==> src/rtl/hdmi_frame_capture.sv <==
// Video-input writer: registers a 640x480 parallel stream and writes active pixels as RGB444
// into the frame buffer, with geometry checks. Optional debug counters: HDMI_CAP_DEBUG_EN.
module hdmi_frame_capture #(
   parameter int unsigned H_ACTIVE = 640,
   parameter int unsigned V_ACTIVE = 480,
   parameter int unsigned ADDR_W   = 19
) (
   input  logic              clk,
   input  logic              rstn,
   input  logic [23:0]       In_pData,
   input  logic              In_pVSync,
   input  logic              In_pHSync,
   input  logic              In_pVDE,
   input  logic              Cap_En,
   output logic              Mem_Write,
   output logic [ADDR_W-1:0] Mem_Write_Add,
   output logic [11:0]       Mem_Write_Data,
   output logic              FraimSync,
   output logic              Frame_Done,
   output logic              Line_Err,
   output logic              Frame_Err,
   output logic [15:0]       Deb_Line_Count,
   output logic [15:0]       Deb_Pix_Count
);

   localparam int unsigned Total = H_ACTIVE * V_ACTIVE;
   localparam int unsigned CntW  = ADDR_W + 1;
   localparam int unsigned PixW  = $clog2(H_ACTIVE + 2);
   localparam int unsigned LineW = $clog2(V_ACTIVE + 2);

   localparam logic [CntW-1:0]  TotalC  = CntW'(Total);
   localparam logic [PixW-1:0]  HActC   = PixW'(H_ACTIVE);
   localparam logic [PixW-1:0]  PixMax  = '1;
   localparam logic [LineW-1:0] VActC   = LineW'(V_ACTIVE);
   localparam logic [LineW-1:0] LineMax = '1;

   localparam logic [1:0] StIdle   = 2'd0;
   localparam logic [1:0] StVblank = 2'd1;
   localparam logic [1:0] StLine   = 2'd2;
   localparam logic [1:0] StHblank = 2'd3;

   // Input stage; only the RGB444 nibbles of the pixel are kept.
   logic [11:0] data_s1_q, data_s1_d;
   logic        vs_s1_q, vs_s1_d;
   logic        hs_s1_q, hs_s1_d;
   logic        vde_s1_q, vde_s1_d;
   logic        cap_s1_q, cap_s1_d;
   logic        vs_s2_q, vs_s2_d;
   logic        vde_s2_q, vde_s2_d;

   logic             unused_pix_lsbs;
   assign unused_pix_lsbs = ^{In_pData[19:16], In_pData[11:8], In_pData[3:0]};

   logic [1:0]        state_q, state_d;
   logic [CntW-1:0]   addr_q, addr_d;
   logic [LineW-1:0]  line_q, line_d;
   logic [PixW-1:0]   pix_q, pix_d;
   logic              we_q, we_d;
   logic [ADDR_W-1:0] wadd_q, wadd_d;
   logic [11:0]       wdata_q, wdata_d;
   logic              fsync_q, fsync_d;
   logic              done_q, done_d;
   logic              line_err_q, line_err_d;
   logic              frame_err_q, frame_err_d;

   logic frame_start, line_end, vde_rise, write_req, line_set, frame_set;
   logic [1:0] fs_next;

   always_comb begin
      data_s1_d = {In_pData[23:20], In_pData[15:12], In_pData[7:4]};
      vs_s1_d   = In_pVSync;
      hs_s1_d   = In_pHSync;
      vde_s1_d  = In_pVDE;
      cap_s1_d  = Cap_En;
      vs_s2_d   = vs_s1_q;
      vde_s2_d  = vde_s1_q;
   end

   always_comb begin
      frame_start = vs_s2_q & ~vs_s1_q;
      line_end    = vde_s2_q & ~vde_s1_q;
      vde_rise    = ~vde_s2_q & vde_s1_q;
      fs_next     = cap_s1_q ? StVblank : StIdle;

      state_d   = state_q;
      addr_d    = addr_q;
      line_d    = line_q;
      pix_d     = pix_q;
      we_d      = 1'b0;
      wadd_d    = wadd_q;
      wdata_d   = wdata_q;
      fsync_d   = fsync_q;
      done_d    = 1'b0;
      line_set  = 1'b0;
      frame_set = 1'b0;

      // The first pixel of a line arrives while still in a blanking state.
      write_req = ~frame_start & vde_s1_q &
                  ((state_q == StLine) |
                   (((state_q == StVblank) | (state_q == StHblank)) & vde_rise));

      if (write_req) begin
         if (addr_q < TotalC) begin
            we_d    = 1'b1;
            wadd_d  = addr_q[ADDR_W-1:0];
            wdata_d = data_s1_q;
            addr_d  = addr_q + 1'b1;
         end else begin
            frame_set = 1'b1;
         end
      end

      if ((state_q != StIdle) && !frame_start) begin
         if (vde_rise) begin
            pix_d = PixW'(1);
         end else if ((state_q == StLine) && vde_s1_q && (pix_q != PixMax)) begin
            pix_d = pix_q + 1'b1;
         end
         if (vde_rise && !hs_s1_q) begin
            line_set = 1'b1;
         end
      end

      case (state_q)
         StIdle: begin
            if (frame_start && cap_s1_q) begin
               state_d = StVblank;
            end
         end
         StVblank: begin
            if (frame_start) begin
               frame_set = 1'b1;
               state_d   = fs_next;
            end else if (vde_rise) begin
               state_d = StLine;
            end
         end
         StLine: begin
            if (frame_start) begin
               frame_set = 1'b1;
               state_d   = fs_next;
            end else if (line_end) begin
               state_d = StHblank;
               if (pix_q != HActC) begin
                  line_set = 1'b1;
               end
               if (line_q != LineMax) begin
                  line_d = line_q + 1'b1;
               end
            end
         end
         StHblank: begin
            if (frame_start) begin
               if (line_q != VActC) begin
                  frame_set = 1'b1;
               end else begin
                  done_d  = 1'b1;
                  fsync_d = ~fsync_q;
               end
               state_d = fs_next;
            end else if (vde_rise) begin
               state_d = StLine;
            end
         end
         default: state_d = StIdle;
      endcase

      if (frame_start) begin
         addr_d = '0;
         line_d = '0;
      end

      // A frame start clears the sticky flags unless it raises a new error itself.
      line_err_d  = line_set | (line_err_q & ~frame_start);
      frame_err_d = frame_set | (frame_err_q & ~frame_start);
   end

   always_ff @(posedge clk or negedge rstn) begin
      if (!rstn) begin
         data_s1_q   <= '0;
         vs_s1_q     <= 1'b0;
         hs_s1_q     <= 1'b0;
         vde_s1_q    <= 1'b0;
         cap_s1_q    <= 1'b0;
         vs_s2_q     <= 1'b0;
         vde_s2_q    <= 1'b0;
         state_q     <= StIdle;
         addr_q      <= '0;
         line_q      <= '0;
         pix_q       <= '0;
         we_q        <= 1'b0;
         wadd_q      <= '0;
         wdata_q     <= '0;
         fsync_q     <= 1'b0;
         done_q      <= 1'b0;
         line_err_q  <= 1'b0;
         frame_err_q <= 1'b0;
      end else begin
         data_s1_q   <= data_s1_d;
         vs_s1_q     <= vs_s1_d;
         hs_s1_q     <= hs_s1_d;
         vde_s1_q    <= vde_s1_d;
         cap_s1_q    <= cap_s1_d;
         vs_s2_q     <= vs_s2_d;
         vde_s2_q    <= vde_s2_d;
         state_q     <= state_d;
         addr_q      <= addr_d;
         line_q      <= line_d;
         pix_q       <= pix_d;
         we_q        <= we_d;
         wadd_q      <= wadd_d;
         wdata_q     <= wdata_d;
         fsync_q     <= fsync_d;
         done_q      <= done_d;
         line_err_q  <= line_err_d;
         frame_err_q <= frame_err_d;
      end
   end

   assign Mem_Write      = we_q;
   assign Mem_Write_Add  = wadd_q;
   assign Mem_Write_Data = wdata_q;
   assign FraimSync      = fsync_q;
   assign Frame_Done     = done_q;
   assign Line_Err       = line_err_q;
   assign Frame_Err      = frame_err_q;

`ifdef HDMI_CAP_DEBUG_EN
   logic [LineW-1:0] deb_line_q, deb_line_d;
   logic [PixW-1:0]  deb_pix_q, deb_pix_d;

   always_comb begin
      deb_line_d = line_d;
      deb_pix_d  = pix_d;
   end

   always_ff @(posedge clk or negedge rstn) begin
      if (!rstn) begin
         deb_line_q <= '0;
         deb_pix_q  <= '0;
      end else begin
         deb_line_q <= deb_line_d;
         deb_pix_q  <= deb_pix_d;
      end
   end

   assign Deb_Line_Count = 16'(deb_line_q);
   assign Deb_Pix_Count  = 16'(deb_pix_q);
`else
   assign Deb_Line_Count = 16'h0000;
   assign Deb_Pix_Count  = 16'h0000;
`endif

endmodule

==> config.mk <==
export PLATFORM = sky130hd
export DESIGN_NAME = hdmi_frame_capture
export DESIGN_NICKNAME = d
export VERILOG_FILES = /design/src/rtl/hdmi_frame_capture.sv
export SDC_FILE = /design/constraint.sdc
export NUM_CORES = 1
export LEC_CHECK = 0
export CAP_MARGIN = 20
export CORE_MARGIN = 2
export CORE_UTILIZATION = 57
export DETAILED_ROUTE_END_ITERATION = 12
export DONT_BUFFER_PORTS = 1
export PLACE_DENSITY = 0.81
export SETUP_SLACK_MARGIN = 0.5
export SYNTH_ARGS = -nofsm -noshare
export SYNTH_HDL_FRONTEND = slang
export SYNTH_SLANG_ARGS = --single-unit
==> constraint.sdc <==
create_clock -name clk -period 2.05 [get_ports clk]
set_clock_uncertainty 0.05 [all_clocks]
set_input_delay 0 -clock clk [delete_from_list [all_inputs] [get_ports clk]]
set_output_delay 0 -clock clk [all_outputs]
set_load 0.05 [all_outputs]
==> results of run 1 <==
## cell usage after synthesis (2+ instances only)
cell type / number / area, µm²
a21oi_1: 10 / 50.1
and3_1: 5 / 31.3
buf_1: 2 / 7.51
buf_2: 6 / 30.0
buf_4: 32 / 240
clkbuf_1: 7 / 26.3
dfrtp_1: 95 / 2380
ha_1: 10 / 125
inv_1: 12 / 45.0
mux2_2: 32 / 360
mux2i_1: 3 / 30.0
nand2_1: 30 / 113
nand2b_1: 3 / 18.8
nand3_1: 12 / 60.1
nand4_1: 6 / 37.5
nor2_1: 36 / 135
nor2b_1: 2 / 12.5
nor3_1: 16 / 80.1
nor4_1: 7 / 43.8
nor4b_1: 2 / 17.5
o2111ai_1: 3 / 26.3
o211ai_1: 3 / 22.5
o21ai_0: 10 / 50.1
o31ai_1: 2 / 15.0
or3_1: 3 / 18.8
or4_1: 4 / 30.0
xnor2_1: 14 / 123
xor2_1: 9 / 78.8
## final cells by class
type,instances,share of cell area (%)
Clock buffer,13,2.67
Clock inverter,3,0.395
Tap cell,99,1.96
Timing Repair Buffer,108,17.8
Multi-Input combinational cell,271,38.7
Inverter,12,0.948
Sequential cell,95,37.6
## layer usage
metal	track usage, %	part of all wire (%)
met1	37.6	38
met3	8.13	7.6
met2	48.2	48
met5	0	0
met4	17.0	6.2
## sequential cells by signal, summed over array words and instances (netlist names)
register / cells
FraimSync: 1
Frame_Err: 1
data_s1_q: 12
Frame_Done: 1
Mem_Write_Data: 12
state_q: 2
Mem_Write: 1
Line_Err: 1
hs_s1_q: 1
vde_s1_q: 1
vs_s2_q: 1
vde_s2_q: 1
pix_q: 10
vs_s1_q: 1
cap_s1_q: 1
line_q: 9
addr_q: 20
Mem_Write_Add: 19
## final timing paths
kind / endpoint / slack (ps) / depth (start not counted)
setup / recovery: line_q[8] / -130 / 9
hold / removal: addr_q[14] / -760 / 0
setup reg to reg: line_q[8] / -130 / 9
hold reg to reg: Mem_Write_Data[3] / 450 / 1
max in group asynchronous: line_q[2] / 2560 / 0
min in group clk: data_s1_q[3] / 120 / 1
## kinds of logic (layout without fill, tap and decap cells)
kind of cell / count (synthesis) / after routing / share of synthesized area [%]
and+or+nand+nor: 137 / 137 / 16.0
AOI/OAI and AO/OA: 34 / 34 / 4.80
other: 1 / 32 / 0.0861
xor gates and xnor gates: 23 / 23 / 4.63
adders and majority gates: 10 / 10 / 2.87
muxes: 35 / 35 / 8.97
buffers and inverters: 59 / 136 / 8.02
DFF: 95 / 95 / 54.6
## power breakdown
group	internal (mW)	switching, mW	leakage [nW]
sequential	2.10	0.798	1.24
clock	0.549	0.697	0.0963
combinational	1.02	0.998	1.50
total	3.67	2.49	2.84
## metrics by stage
stage	hold WS, ps	TNS, ps	instances
after global placement	-343	0	509
after global routing	-779	-747	601
final	-758	-352	601
after CTS	-748	0	584
after detailed placement	-342	0	509
after floorplan	-346	0	425
## repair_timing
item	in CTS	in global routing
gates cloned	3	0
endpoints found under the hold margin	111	95
setup buffers	40	17
gates resized for setup	81	65
endpoints found under the setup margin	73	76
pin swaps	59	44
==> qor.csv, run 1 <==
metric,value,unit
DRC Markers,0,
DR pass1 iterations,5,
CTS Buffer Depth,2,
Layout area overhead,45.4,%
Reg area,2380,µm²
reg2reg start,line_q[0],
minimum clock period,2180,ps
worst hold slack,-758,ps
initial antenna violation count,0,
gr usage total,30.4,%
Routed WL per cell,24.4,µm
first-pass GRT wire length,19400,µm
CP Cell Sequence,ha_2 > nand3_2 > nor3_2 > ha_2 > nor4bb_2 > buf_4 > buf_6 > mux2i_1 > nor2_1,
post-synthesis sequential area ratio,54.6,%
placed wire-length estimate,5540,µm
placed inst area,4770,µm²
"leading cell types in the layout, fill and taps excluded","dfrtp_1 (92), buf_4 (49), nor2_1 (33)",
post-route clock period utilization,106,%
"Design Area, Final",6330,µm²
Max IR drop VDD,770,µV
pin count of the biggest net entering global routing,96,
cell count after synthesis,394,
Async SR Flop Fraction,100,%
die width,91.4,µm
slew of the pin with the lowest slew margin,611,ps
cts hold-fix bufs,16,
Crit path largest cell delay,420,ps
Worst Slack Setup Final,-133,ps
Max Slew Vio Count,0,
CTS H-tree lvls,3,
CP Data Arrival Time,2400,ps
Clock Sinks,95,
gr ovfl total,0,
syn_area_per_cell,11.1,µm²
Worst-path clk slew,110,ps
Post-synth top flop,dfrtp_1,
Critical Path Start,line_q[0],
number of synthesized flops with an enable pin,0,
ANT nets after route,0,
Via-to-Cell Ratio,6.18,
Die H,91.4,µm
Crit path top cell by count,ha_2,
Multi-input gate area,2450,µm²
total power,6.16,mW
GP Congestion,0.826,
number of distinct library cells after synthesis,46,
class of the worst hold path,in2async,
P_leak,2.84,nW
CP endpoint kind,flip-flop,
Vias,3713,
Site Rows,31,
share of layout cells above drive strength 1,45.0,%
drt initial violations,376,
Layout Utilization,86.4,%
pre-CTS setup slack,44.6,ps
Worst Path Buf+Inv,2,
Fmax,458,MHz
I/O pin count,98,
# diodes,0,
"commonest non-fill, non-tap cell in the layout",dfrtp_1,
drt total wl,14700,µm
CTS tree,yes,
NumNets Final,537,
Initial Utilization,59.4,%
CP Max Fanout,5,
Worst Setup Start Kind,flip-flop,
Yosys reg bits,95,
failing checks,"hold timing, setup timing",
yosys warns,0,
area of the core,7330,µm²
Root Buffer,clkbuf_8,
Final Setup Violations,6,
CP top delay family,simple AND/OR/NAND/NOR gates,
Required @ worst endpoint,2260,ps
fill count,288,
Fin. Hold Viols,95,
die area,8350,µm²
CTS Buf Count,9,
pwr dens,973,nW/µm²
status,"finished, violations left",
Post-Syn Area,4350,µm²
IO buf count,0,
Max-Cap Viols,0,
vias in the first global route,3600,
Worst slew margin,59.3,%
CP Class,reg2reg,
crit path max-delay cell type,dfrtp_1,
worst skew pair latency,390,ps
RSZ-0062 raised after global routing,true,
No activity file was read; power rests on OpenSTA's default activity.
==> inputs of run 2 (changes only) <==
CORE_UTILIZATION = 55   (was 57)
PLACE_DENSITY = 0.79   (was 0.81)
==> qor.csv, run 2 (same netlist as run 1, synthesis figures left out) <==
metric,value,unit
reg2reg start,line_q[0],
worst reg-to-reg setup slack,-40,ps
Site Rows,32,
area of the core,7690,µm²
cts hold-fix bufs,16,
slew of the pin with the lowest slew margin,528,ps
placed inst area,4770,µm²
CTS Buf Count,9,
Initial Utilization,56.6,%
met3 usage,4.83,%
Reg with most FFs,addr_q,
Routed WL per cell,21.4,µm
Vias,3515,
Via-to-Cell Ratio,5.96,
busiest layer in global routing,met2,
Die H,93.0,µm
share of layout cells above drive strength 1,41.4,%
"commonest non-fill, non-tap cell in the layout",dfrtp_1,
met2 GRT Util,39.6,%
I/O pin count,98,
GR Layer Usage met1,31.8,%
Worst-path clk slew,100,ps
max FFs per register,20,
Crit path largest cell delay,400,ps
CP top delay family,simple AND/OR/NAND/NOR gates,
drt total wl,12600,µm
gr usage total,24.4,%
CTS tree,yes,
ANT nets after route,0,
FF-to-FF path depth,10,
Worst Slack Setup Final,-42.5,ps
class of the worst hold path,in2async,
Worst Path Buf+Inv,3,
# diodes,0,
Reg area,2380,µm²
Max-Cap Viols,0,
Layout Utilization,79.4,%
CP Max Fanout,5,
"Design Area, Final",6100,µm²
"leading cell types in the layout, fill and taps excluded","dfrtp_1 (92), buf_4 (47), nor2_1 (34)",
Worst Setup Start Kind,flip-flop,
vias in the first global route,3300,
CTS Buffer Depth,2,
Fin. Hold Viols,95,
Clock Sinks,95,
die width,93.0,µm
crit path max-delay cell type,dfrtp_1,
pin count of the biggest net entering global routing,96,
Final Setup Violations,5,
CTS H-tree lvls,3,
pwr dens,983,nW/µm²
IO buf count,0,
status,"finished, violations left",
GP Congestion,0.859,
placed wire-length estimate,5420,µm
Max Slew Vio Count,0,
FF-to-FF End,line_q[8],
CP Class,reg2reg,
drt initial violations,376,
CP Cell Sequence,ha_2 > nand3_2 > nor3_2 > ha_2 > nor4bb_4 > buf_4 > buf_6 > buf_6 > mux2i_1 > nor2_1,
P_leak,2.75,nW
NumNets Final,523,
worst hold slack,-748,ps
worst skew pair latency,380,ps
post-route clock period utilization,102,%
Fmax,478,MHz
initial antenna violation count,0,
Layout area overhead,40.2,%
Required @ worst endpoint,2250,ps
Multi-input gate area,2380,µm²
minimum clock period,2090,ps
Root Buffer,clkbuf_8,
RSZ-0062 raised after global routing,true,
first-pass GRT wire length,16400,µm
fill count,393,
DRC Markers,0,
pre-CTS setup slack,43.9,ps
DR pass1 iterations,5,
failing checks,"hold timing, setup timing",
CP endpoint kind,flip-flop,
Max IR drop VDD,1030,µV
Worst slew margin,64.8,%
gr ovfl total,0,
die area,8640,µm²
CP Data Arrival Time,2300,ps
[run 2: metal layers]
metal | wire (µm) | part of all wire, %
met1 | 4990 | 40
met2 | 6380 | 51
met3 | 793 | 6.3
met4 | 452 | 3.6
met5 | 0 | 0
[run 2: per-stage QoR]
stage	power (mW)	hold slack [ps]	instances	setup TNS, ps
2_1_floorplan	3.77	-346	425	0
3_3_place_gp	3.91	-344	511	0
3_5_place_dp	3.94	-344	511	0
4_1_cts	5.43	-751	569	0
5_1_grt	6.22	-769	590	-674
6_report	6.00	-748	590	-96.7
[run 2: how the worst max path moves through the flow]
stage	slack, ps	endpoint	cells past startpoint	from
2_1_floorplan	30	line_q[7]	10	line_q[0]
3_3_place_gp	60	line_q[7]	10	line_q[1]
3_5_place_dp	40	addr_q[16]	5	vs_s1_q
4_1_cts	90	line_q[7]	10	line_q[0]
5_1_grt	-140	line_q[8]	10	line_q[0]
6_report	-40	line_q[8]	10	line_q[0]
[run 2: cell type report]
cell class	instances	area share [%]
Timing Repair Buffer	94	15.5
Clock inverter	6	1.23
Clock buffer	10	2.25
Multi-Input combinational cell	271	39.0
Tap cell	102	2.09
Inverter	12	0.840
Sequential cell	95	39.0
[run 2: what timing repair did]
item | 4_1_cts | 5_1_grt
hold endpoints to repair | 111 | 95
pin swaps | 25 | 35
endpoints found under the setup margin | 71 | 75
cloned | 1 | 2
resized for setup | 34 | 82
setup buffers | 25 | 19
[run 2: worst reg2reg max path, delay by kind of cell (launching register included)]
kind	cells	cell delay (ps)
fa+ha+maj	2	400
buf+inv	3	390
flops	1	400
mux	1	240
simple gates	4	490
[run 2: power breakdown]
group	switching, mW	internal, mW	total, mW	leakage, nW
Clock	0.725	0.617	1.34	0.105
Sequential	0.801	2.10	2.90	1.24
Combinational	0.869	0.882	1.75	1.41
Total	2.40	3.60	6.00	2.75
